File: src/rtl/evm_ballot_unit_if.sv
// Ballot-unit signal bundle: operator controls and buttons in, tally/status out.
// The master side is the control/display path; the slave side is evm_ballot_unit.
interface evm_ballot_unit_if #(
  parameter int N_CAND = 8,
  parameter int SEL_W  = 3,
  parameter int CNT_W  = 8,
  parameter int TOT_W  = 11
);
  logic              arm;
  logic              close;
  logic [N_CAND-1:0] cand_btn;
  logic [SEL_W-1:0]  res_sel;
  logic [CNT_W-1:0]  res_count;
  logic [TOT_W-1:0]  total_count;
  logic              ready;
  logic              vote_ack;
  logic [SEL_W-1:0]  vote_idx;
  logic              reject;
  logic              sat;
  logic              timeout;
  logic              polls_closed;

  modport master (
    output arm, close, cand_btn, res_sel,
    input  res_count, total_count, ready, vote_ack, vote_idx,
           reject, sat, timeout, polls_closed
  );

  modport slave (
    input  arm, close, cand_btn, res_sel,
    output res_count, total_count, ready, vote_ack, vote_idx,
           reject, sat, timeout, polls_closed
  );
endinterface

File: src/rtl/evm_ballot_unit.sv
// Ballot capture FSM with N_CAND saturating tallies, running total and readout.
// Optional arm timeout is built only when ARM_TIMEOUT_EN is defined.
module evm_ballot_unit #(
  parameter int N_CAND      = 8,
  parameter int SEL_W       = 3,
  parameter int CNT_W       = 8,
  parameter int TOT_W       = 11,
  parameter int TIMEOUT_CYC = 1000
) (
  input logic               clk,
  input logic               reset,
  evm_ballot_unit_if.slave  bus
);
  typedef enum logic [1:0] {IDLE, ARMED, WAIT_REL, CLOSED} state_t;

  localparam int PW = $clog2(N_CAND + 1);
  localparam logic [CNT_W-1:0] CNT_MAX = {CNT_W{1'b1}};
  localparam logic [TOT_W-1:0] TOT_MAX = {TOT_W{1'b1}};

  state_t            state, state_n;
  logic [N_CAND-1:0] btn_q;
  logic [N_CAND-1:0] rise;
  logic [PW-1:0]     pop;
  logic [SEL_W-1:0]  idx;
  logic              accept, rej, fire, expire;

  logic [CNT_W-1:0]  tally [N_CAND];
  logic [CNT_W-1:0]  res_count_q;
  logic [TOT_W-1:0]  total_q;
  logic [SEL_W-1:0]  vote_idx_q;
  logic              vote_ack_q, reject_q, sat_q;

  assign rise = bus.cand_btn & ~btn_q;

  // Button count and index of the (single) pressed button.
  always_comb begin
    pop = '0;
    idx = '0;
    for (int i = 0; i < N_CAND; i++) begin
      if (bus.cand_btn[i]) begin
        pop = pop + 1'b1;
        idx = SEL_W'(i);
      end
    end
  end

  // NOTE: every always_comb output gets a default first so no path leaves it unassigned (no latch).
  always_comb begin
    state_n = state;
    accept  = 1'b0;
    rej     = 1'b0;
    fire    = 1'b0;
    case (state)
      IDLE:     if (bus.arm && bus.cand_btn == '0) state_n = ARMED;
      ARMED: begin
        if (rise != '0 && pop == PW'(1)) begin
          accept  = 1'b1;
          state_n = WAIT_REL;
        end else if (expire) begin
          fire    = 1'b1;
          state_n = IDLE;
        end else if (rise != '0) begin
          rej     = 1'b1;
        end
      end
      WAIT_REL: if (bus.cand_btn == '0) state_n = IDLE;
      CLOSED:   state_n = CLOSED;
      default:  state_n = IDLE;
    endcase
    // Close overrides everything, including a vote arriving in the same cycle.
    if (bus.close) begin
      state_n = CLOSED;
      accept  = 1'b0;
      rej     = 1'b0;
      fire    = 1'b0;
    end
  end

  // NOTE: sequential state uses non-blocking assignments so all registers update together.
  always_ff @(posedge clk or posedge reset) begin
    if (reset) state <= IDLE;
    else       state <= state_n;
  end

  // NOTE: the tallies are flops, not RAM, so they take the async reset; no count survives reset.
  always_ff @(posedge clk or posedge reset) begin
    if (reset) begin
      for (int i = 0; i < N_CAND; i++) tally[i] <= '0;
      btn_q       <= '0;
      total_q     <= '0;
      res_count_q <= '0;
      vote_idx_q  <= '0;
      vote_ack_q  <= 1'b0;
      reject_q    <= 1'b0;
      sat_q       <= 1'b0;
    end else begin
      btn_q      <= bus.cand_btn;
      vote_ack_q <= accept;
      reject_q   <= rej;
      if (accept) begin
        vote_idx_q <= idx;
        if (tally[idx] != CNT_MAX) tally[idx] <= tally[idx] + 1'b1;
        else                       sat_q      <= 1'b1;
        if (total_q != TOT_MAX)    total_q    <= total_q + 1'b1;
        else                       sat_q      <= 1'b1;
      end
      res_count_q <= (32'(bus.res_sel) < N_CAND) ? tally[bus.res_sel] : '0;
    end
  end

`ifdef ARM_TIMEOUT_EN
  localparam int TMR_W = $clog2(TIMEOUT_CYC + 1);
  logic [TMR_W-1:0] tmr;
  logic             timeout_q;

  // Loaded on ARMED entry only; a reject leaves the countdown running.
  always_ff @(posedge clk or posedge reset) begin
    if (reset) begin
      tmr       <= '0;
      timeout_q <= 1'b0;
    end else begin
      timeout_q <= fire;
      if (state != ARMED && state_n == ARMED) tmr <= TMR_W'(TIMEOUT_CYC);
      else if (state == ARMED && tmr != '0)   tmr <= tmr - 1'b1;
    end
  end

  assign expire      = (state == ARMED) && (tmr == TMR_W'(1));
  assign bus.timeout = timeout_q;
`else
  assign expire      = 1'b0;
  assign bus.timeout = 1'b0;
`endif

  assign bus.ready        = (state == ARMED);
  assign bus.polls_closed = (state == CLOSED);
  assign bus.res_count    = res_count_q;
  assign bus.total_count  = total_q;
  assign bus.vote_ack     = vote_ack_q;
  assign bus.vote_idx     = vote_idx_q;
  assign bus.reject       = reject_q;
  assign bus.sat          = sat_q;
endmodule

File: src/flat_wrapper.sv
// flat-port wrapper written by rule: the top's interface ports become plain ports
module evm_ballot_unit_flat 
#(
  parameter int N_CAND      = 8,
  parameter int SEL_W       = 3,
  parameter int CNT_W       = 8,
  parameter int TOT_W       = 11,
  parameter int TIMEOUT_CYC = 1000
)
  (clk, reset, bus_arm, bus_close, bus_cand_btn, bus_res_sel, bus_res_count, bus_total_count, bus_ready, bus_vote_ack, bus_vote_idx, bus_reject, bus_sat, bus_timeout, bus_polls_closed);
  evm_ballot_unit_if #(.N_CAND(N_CAND), .SEL_W(SEL_W), .CNT_W(CNT_W), .TOT_W(TOT_W)) bus_i ();
  input logic clk;
  input logic reset;
  input wire logic [$bits(bus_i.arm)-1:0] bus_arm;
  input wire logic [$bits(bus_i.close)-1:0] bus_close;
  input wire logic [$bits(bus_i.cand_btn)-1:0] bus_cand_btn;
  input wire logic [$bits(bus_i.res_sel)-1:0] bus_res_sel;
  output wire logic [$bits(bus_i.res_count)-1:0] bus_res_count;
  output wire logic [$bits(bus_i.total_count)-1:0] bus_total_count;
  output wire logic [$bits(bus_i.ready)-1:0] bus_ready;
  output wire logic [$bits(bus_i.vote_ack)-1:0] bus_vote_ack;
  output wire logic [$bits(bus_i.vote_idx)-1:0] bus_vote_idx;
  output wire logic [$bits(bus_i.reject)-1:0] bus_reject;
  output wire logic [$bits(bus_i.sat)-1:0] bus_sat;
  output wire logic [$bits(bus_i.timeout)-1:0] bus_timeout;
  output wire logic [$bits(bus_i.polls_closed)-1:0] bus_polls_closed;
  assign bus_i.arm = bus_arm;
  assign bus_i.close = bus_close;
  assign bus_i.cand_btn = bus_cand_btn;
  assign bus_i.res_sel = bus_res_sel;
  assign bus_res_count = bus_i.res_count;
  assign bus_total_count = bus_i.total_count;
  assign bus_ready = bus_i.ready;
  assign bus_vote_ack = bus_i.vote_ack;
  assign bus_vote_idx = bus_i.vote_idx;
  assign bus_reject = bus_i.reject;
  assign bus_sat = bus_i.sat;
  assign bus_timeout = bus_i.timeout;
  assign bus_polls_closed = bus_i.polls_closed;
  evm_ballot_unit #(.N_CAND(N_CAND), .SEL_W(SEL_W), .CNT_W(CNT_W), .TOT_W(TOT_W), .TIMEOUT_CYC(TIMEOUT_CYC)) u_core (.clk(clk), .reset(reset), .bus(bus_i));
endmodule
File: config.mk
export PLATFORM = sky130hd
export DESIGN_NAME = evm_ballot_unit_flat
export DESIGN_NICKNAME = d
export VERILOG_FILES = /design/src/rtl/evm_ballot_unit_if.sv /design/src/rtl/evm_ballot_unit.sv /design/src/flat_wrapper.sv
export SDC_FILE = /design/constraint.sdc
export NUM_CORES = 1
export LEC_CHECK = 0
export BUFFER_PORTS_ARGS = -buffer_cell sky130_fd_sc_hd__buf_4
export CAP_MARGIN = 10
export CORE_UTILIZATION = 50
export DETAILED_ROUTE_END_ITERATION = 7
export GPL_TIMING_DRIVEN = 0
export PLACE_DENSITY = 0.74
export SYNTH_ARGS = -nofsm -noshare
export SYNTH_HDL_FRONTEND = slang
export SYNTH_SLANG_ARGS = --single-unit
File: constraint.sdc
create_clock -name clk -period 3 [get_ports clk]
set_input_delay 0.15 -clock clk [delete_from_list [all_inputs] [get_ports clk]]
set_output_delay 0.15 -clock clk [all_outputs]
set_load 0.01 [all_outputs]
==> impl_metrics.json <==
{
  "syn-num-nets": 520,
  "comb_power_share_pct": 29.1,
  "die_area_sq_mm": 0.01195,
  "min_period_ns": 4.745,
  "drt_first_pass_iters": 4,
  "worstHoldPathCells": 2,
  "final_cells": 716,
  "fillCellCount": 858,
  "cts_buffer_depth": 2,
  "r2r-start": "u_core.tally[8]",
  "yosys_warnings": 0,
  "reg2reg_depth": 10,
  "fp.dieH_um": 109.3,
  "max_freq_mhz": 210.8,
  "cts_tree": "yes",
  "intPower_w": 0.002544,
  "final_common_cell": "dfrtp_1",
  "cp.required_ns": 3.24,
  "cp-end-kind": "register",
  "synthAdderAreaFrac_pct": 2.825,
  "worstPathMaxFanout": 8,
  "clkLatencyLatePin_ns": 0.35,
  "ff_latch_area_sq_mm": 0.002477,
  "drt_iter0_drc": 276,
  "grtUsageTotal_pct": 28.11,
  "yosysSeqAreaShare_pct": 43.02,
  "swShare_pct": 30.60,
  "drc": 0,
  "synth_xor_area_share_pct": 5.606,
  "setup_viol": 83,
  "row_count": 38,
  "p_leak_nw": 3.317,
  "ys_ff_latch": 99,
  "syn-cell-area_sq_mm": 0.005758,
  "dp_slack_ns": -2.807,
  "synth_cells": 492,
  "grt_pass1_wl_mm": 24.71,
  "grt_pass1_vias": 4691,
  "wl_per_cell_um": 22.06,
  "cp_cell_sequence": "buf_12, inv_12, ha_4, xor2_4, ha_4, nand2_2, a21bo_4, ha_4, mux2_4, ha_4, mux2_4, ha_4, mux2_4, ha_4, nor2_1, and3_1, a2111oi_2, a221o_1, nor4_4, buf_6, buf_6, nand4_4, mux2_4",
  "synth_flop_cell": "dfrtp_1",
  "slew_violations": 0,
  "placed_cells": 671,
  "num_vias": 4595,
  "htree_levels": 3,
  "switchingPower_w": 0.001122,
  "io_pins": 43,
  "wl_mm": 15.79,
  "fin_crit_sh_pct": 158.2,
  "worstPathArrival_ns": 4.98,
  "violations": "negative setup slack",
  "slew_headroom_pct": 35.04,
  "regToRegEndpoint": "u_core.tally[54]",
  "drive_above_1_share_pct": 37.85,
  "power_frac_seq_pct": 40.1,
  "status": "complete, but fails checks",
  "die_x_um": 109.3,
  "synth-simple-area-share_pct": 14.30,
  "max-vdd-ir-drop_mv": 0.3717,
  "cp-start-kind": "primary input",
  "num_antenna_cells": 0,
  "final_nets": 599,
  "via_per_inst": 6.418,
  "overflow": 0,
  "skew_ns": 0.005636,
  "hold_path.class": "primary input to register",
  "cts-root-buf": "clkbuf_16",
  "syn_area_per_cell_sq_um": 11.70,
  "start_util_pct": 52.20,
  "cpMaxStageDelayCell": "mux2_4",
  "core_sq_mm": 0.01103,
  "setup_ws_ns": -1.745,
  "crit_type": "primary input to register",
  "reg2reg_slack_ns": -0.30,
  "cts.sinks": 99,
  "hpwl_mm": 10.20,
  "grt_max_degree": 74,
  "cp_common_cell": "ha_4",
  "final_cell_mix": "dfrtp_1 (99), mux2_2 (64), buf_4 (54)",
  "synth_compound_area_share_pct": 8.866,
  "multi_input_area_sq_mm": 0.003403,
  "hp-start": "bus_close",
  "max_stage_delay_ns": 0.42,
  "portBuffers": 38,
  "maxCapViolations": 0,
  "hold_end": "u_core.state[1]",
  "ant_nets": 0,
  "finalHoldViolCount": 0,
  "synthDistinctLibCells": 72,
  "synth_edf_count": 0,
  "async_reset_ff_share_pct": 100.0,
  "areaGrowthSynthToFinish_pct": 23.92,
  "antenna_found_initial": 0,
  "p_clk_share_pct": 30.7,
  "rsz0062_at_grt": "yes",
  "p_per_area_mw_per_mm2": 513.7,
  "clkTransAtPathRegs_ns": 0.07,
  "synth_top_family_by_area": "multiplexers",
  "place_congestion": 0.8970,
  "cts_made_buffers": 9,
  "worstMarginPinSlew_ns": 0.9663,
  "muxShareOfSynthArea_pct": 22.58
}
## stage by stage
step	instance area (sq um)	total power (W)	utilization (%)	hold WS, ns	TNS, ns
5_1_grt	7136	0.003816	64.69	0.04876	-138.64
4_1_cts	7078	0.003624	64.17	0.03127	-126.62
2_1_floorplan	5902	0.002127	-	0.1814	-163.14
3_3_place_gp	6362	0.002348	57.68	0.2689	-297.70
6_report	7136	0.003665	64.69	0.03481	-133.04
3_5_place_dp	6392	0.002393	57.95	0.1700	-220.68
## final cells by class
class                      count  share of cell area [%]
sequential                    99                   34.72
clock inverter                 3                  0.3156
inverter                      15                   1.035
timing repair buffer          70                   8.539
multi-input combinational    355                   47.69
tap                          140                   2.455
clock buffer                  13                   3.647
buffer                        21                   1.596
## worst max-delay path: cells and delay by family
| family | cells | cell delay [ns] |
|---|---|---|
| mux | 4 | 1.28 |
| buf+inv | 4 | 0.42 |
| fa+ha+maj | 6 | 1.44 |
| compound gates | 3 | 0.68 |
| xor+xnor | 1 | 0.18 |
| simple gates | 5 | 0.82 |
## Yosys cell counts, drive strengths merged (3+ instances only)
library cell / count / area share [%]
mux2: 79 / 15
o21ai: 14 / 1.2
nand2: 30 / 2.0
dfrtp: 99 / 43
clkbuf: 9 / 0.59
a221o: 3 / 0.52
o211ai: 5 / 0.65
nor2: 18 / 1.2
inv: 13 / 0.85
nand3: 23 / 2.3
a21oi: 15 / 1.3
and3: 11 / 1.2
mux4: 16 / 6.3
or2: 3 / 0.33
nor4: 5 / 0.91
a211oi: 5 / 0.65
mux2i: 5 / 0.87
xor2: 10 / 1.5
nand3b: 6 / 0.78
a21o: 3 / 0.39
o22ai: 4 / 0.43
nand4: 8 / 1.5
xnor2: 18 / 2.9
buf: 14 / 1.2
ha: 13 / 2.8
nor3b: 5 / 0.65
nor3: 7 / 0.70
nor2b: 7 / 0.76
## sequential cells by signal, indices dropped and copies added, names as in the netlist
name and flops:
u_core.tally 64, u_core.bus.total_count 11, u_core.btn_q 8, u_core.bus.res_count 8, u_core.bus.vote_idx 3, u_core.state 2
u_core.bus.reject 1, u_core.bus.sat 1, u_core.bus.vote_ack 1
## power by group through the flow
stage               registers, W  clock network (W)  logic [W]
floorplan                0.00150                  0   0.000631
global placement         0.00149                  0   0.000860
detailed placement       0.00149                  0   0.000898
CTS                      0.00147            0.00112    0.00103
global route             0.00148            0.00119    0.00115
finish                   0.00147            0.00113    0.00107
## layer usage
layer | vias to the layer above | track usage [%] | wire, um
li1 | 1999 | - | -
met1 | 2332 | 37.73 | 6694
met2 | 203 | 44.07 | 7510
met3 | 61 | 4.505 | 963
met4 | 0 | 14.76 | 624
met5 | - | 0 | 0
## worst max-delay path by stage
stage / startpoint / depth (start not counted) / slack, ns / to
floorplan: bus_cand_btn[1] / 21 / -2.06 / u_core.tally[24]
finish: bus_cand_btn[1] / 23 / -1.74 / u_core.tally[35]
detailed placement: bus_cand_btn[1] / 20 / -2.81 / u_core.tally[22]
global placement: bus_cand_btn[1] / 21 / -2.68 / u_core.tally[16]
CTS: bus_cand_btn[1] / 22 / -1.64 / u_core.tally[39]
global route: bus_cand_btn[1] / 22 / -1.81 / u_core.tally[35]
## cell families (layout without fill, tap and decap cells)
| group | count (synthesis) | count (layout) |
|---|---|---|
| and+or+nand+nor | 137 | 137 |
| muxes | 100 | 100 |
| DFF | 99 | 99 |
| AOI/OAI and AO/OA | 73 | 73 |
| buffers and inverters | 38 | 122 |
| xor gates and xnor gates | 31 | 31 |
| adders and majority gates | 13 | 13 |
| other | 1 | 1 |
## timing repair
item | in CTS | in global routing
hold endpoints to repair | 34 | 0
endpoints found under the setup margin | 83 | 83
resized for setup | 40 | 2
pin swaps | 8 | 0
setup buffers | 15 | 6
hold buffers | 9 | 0
Note: power is estimated with default switching activity, not from simulation.
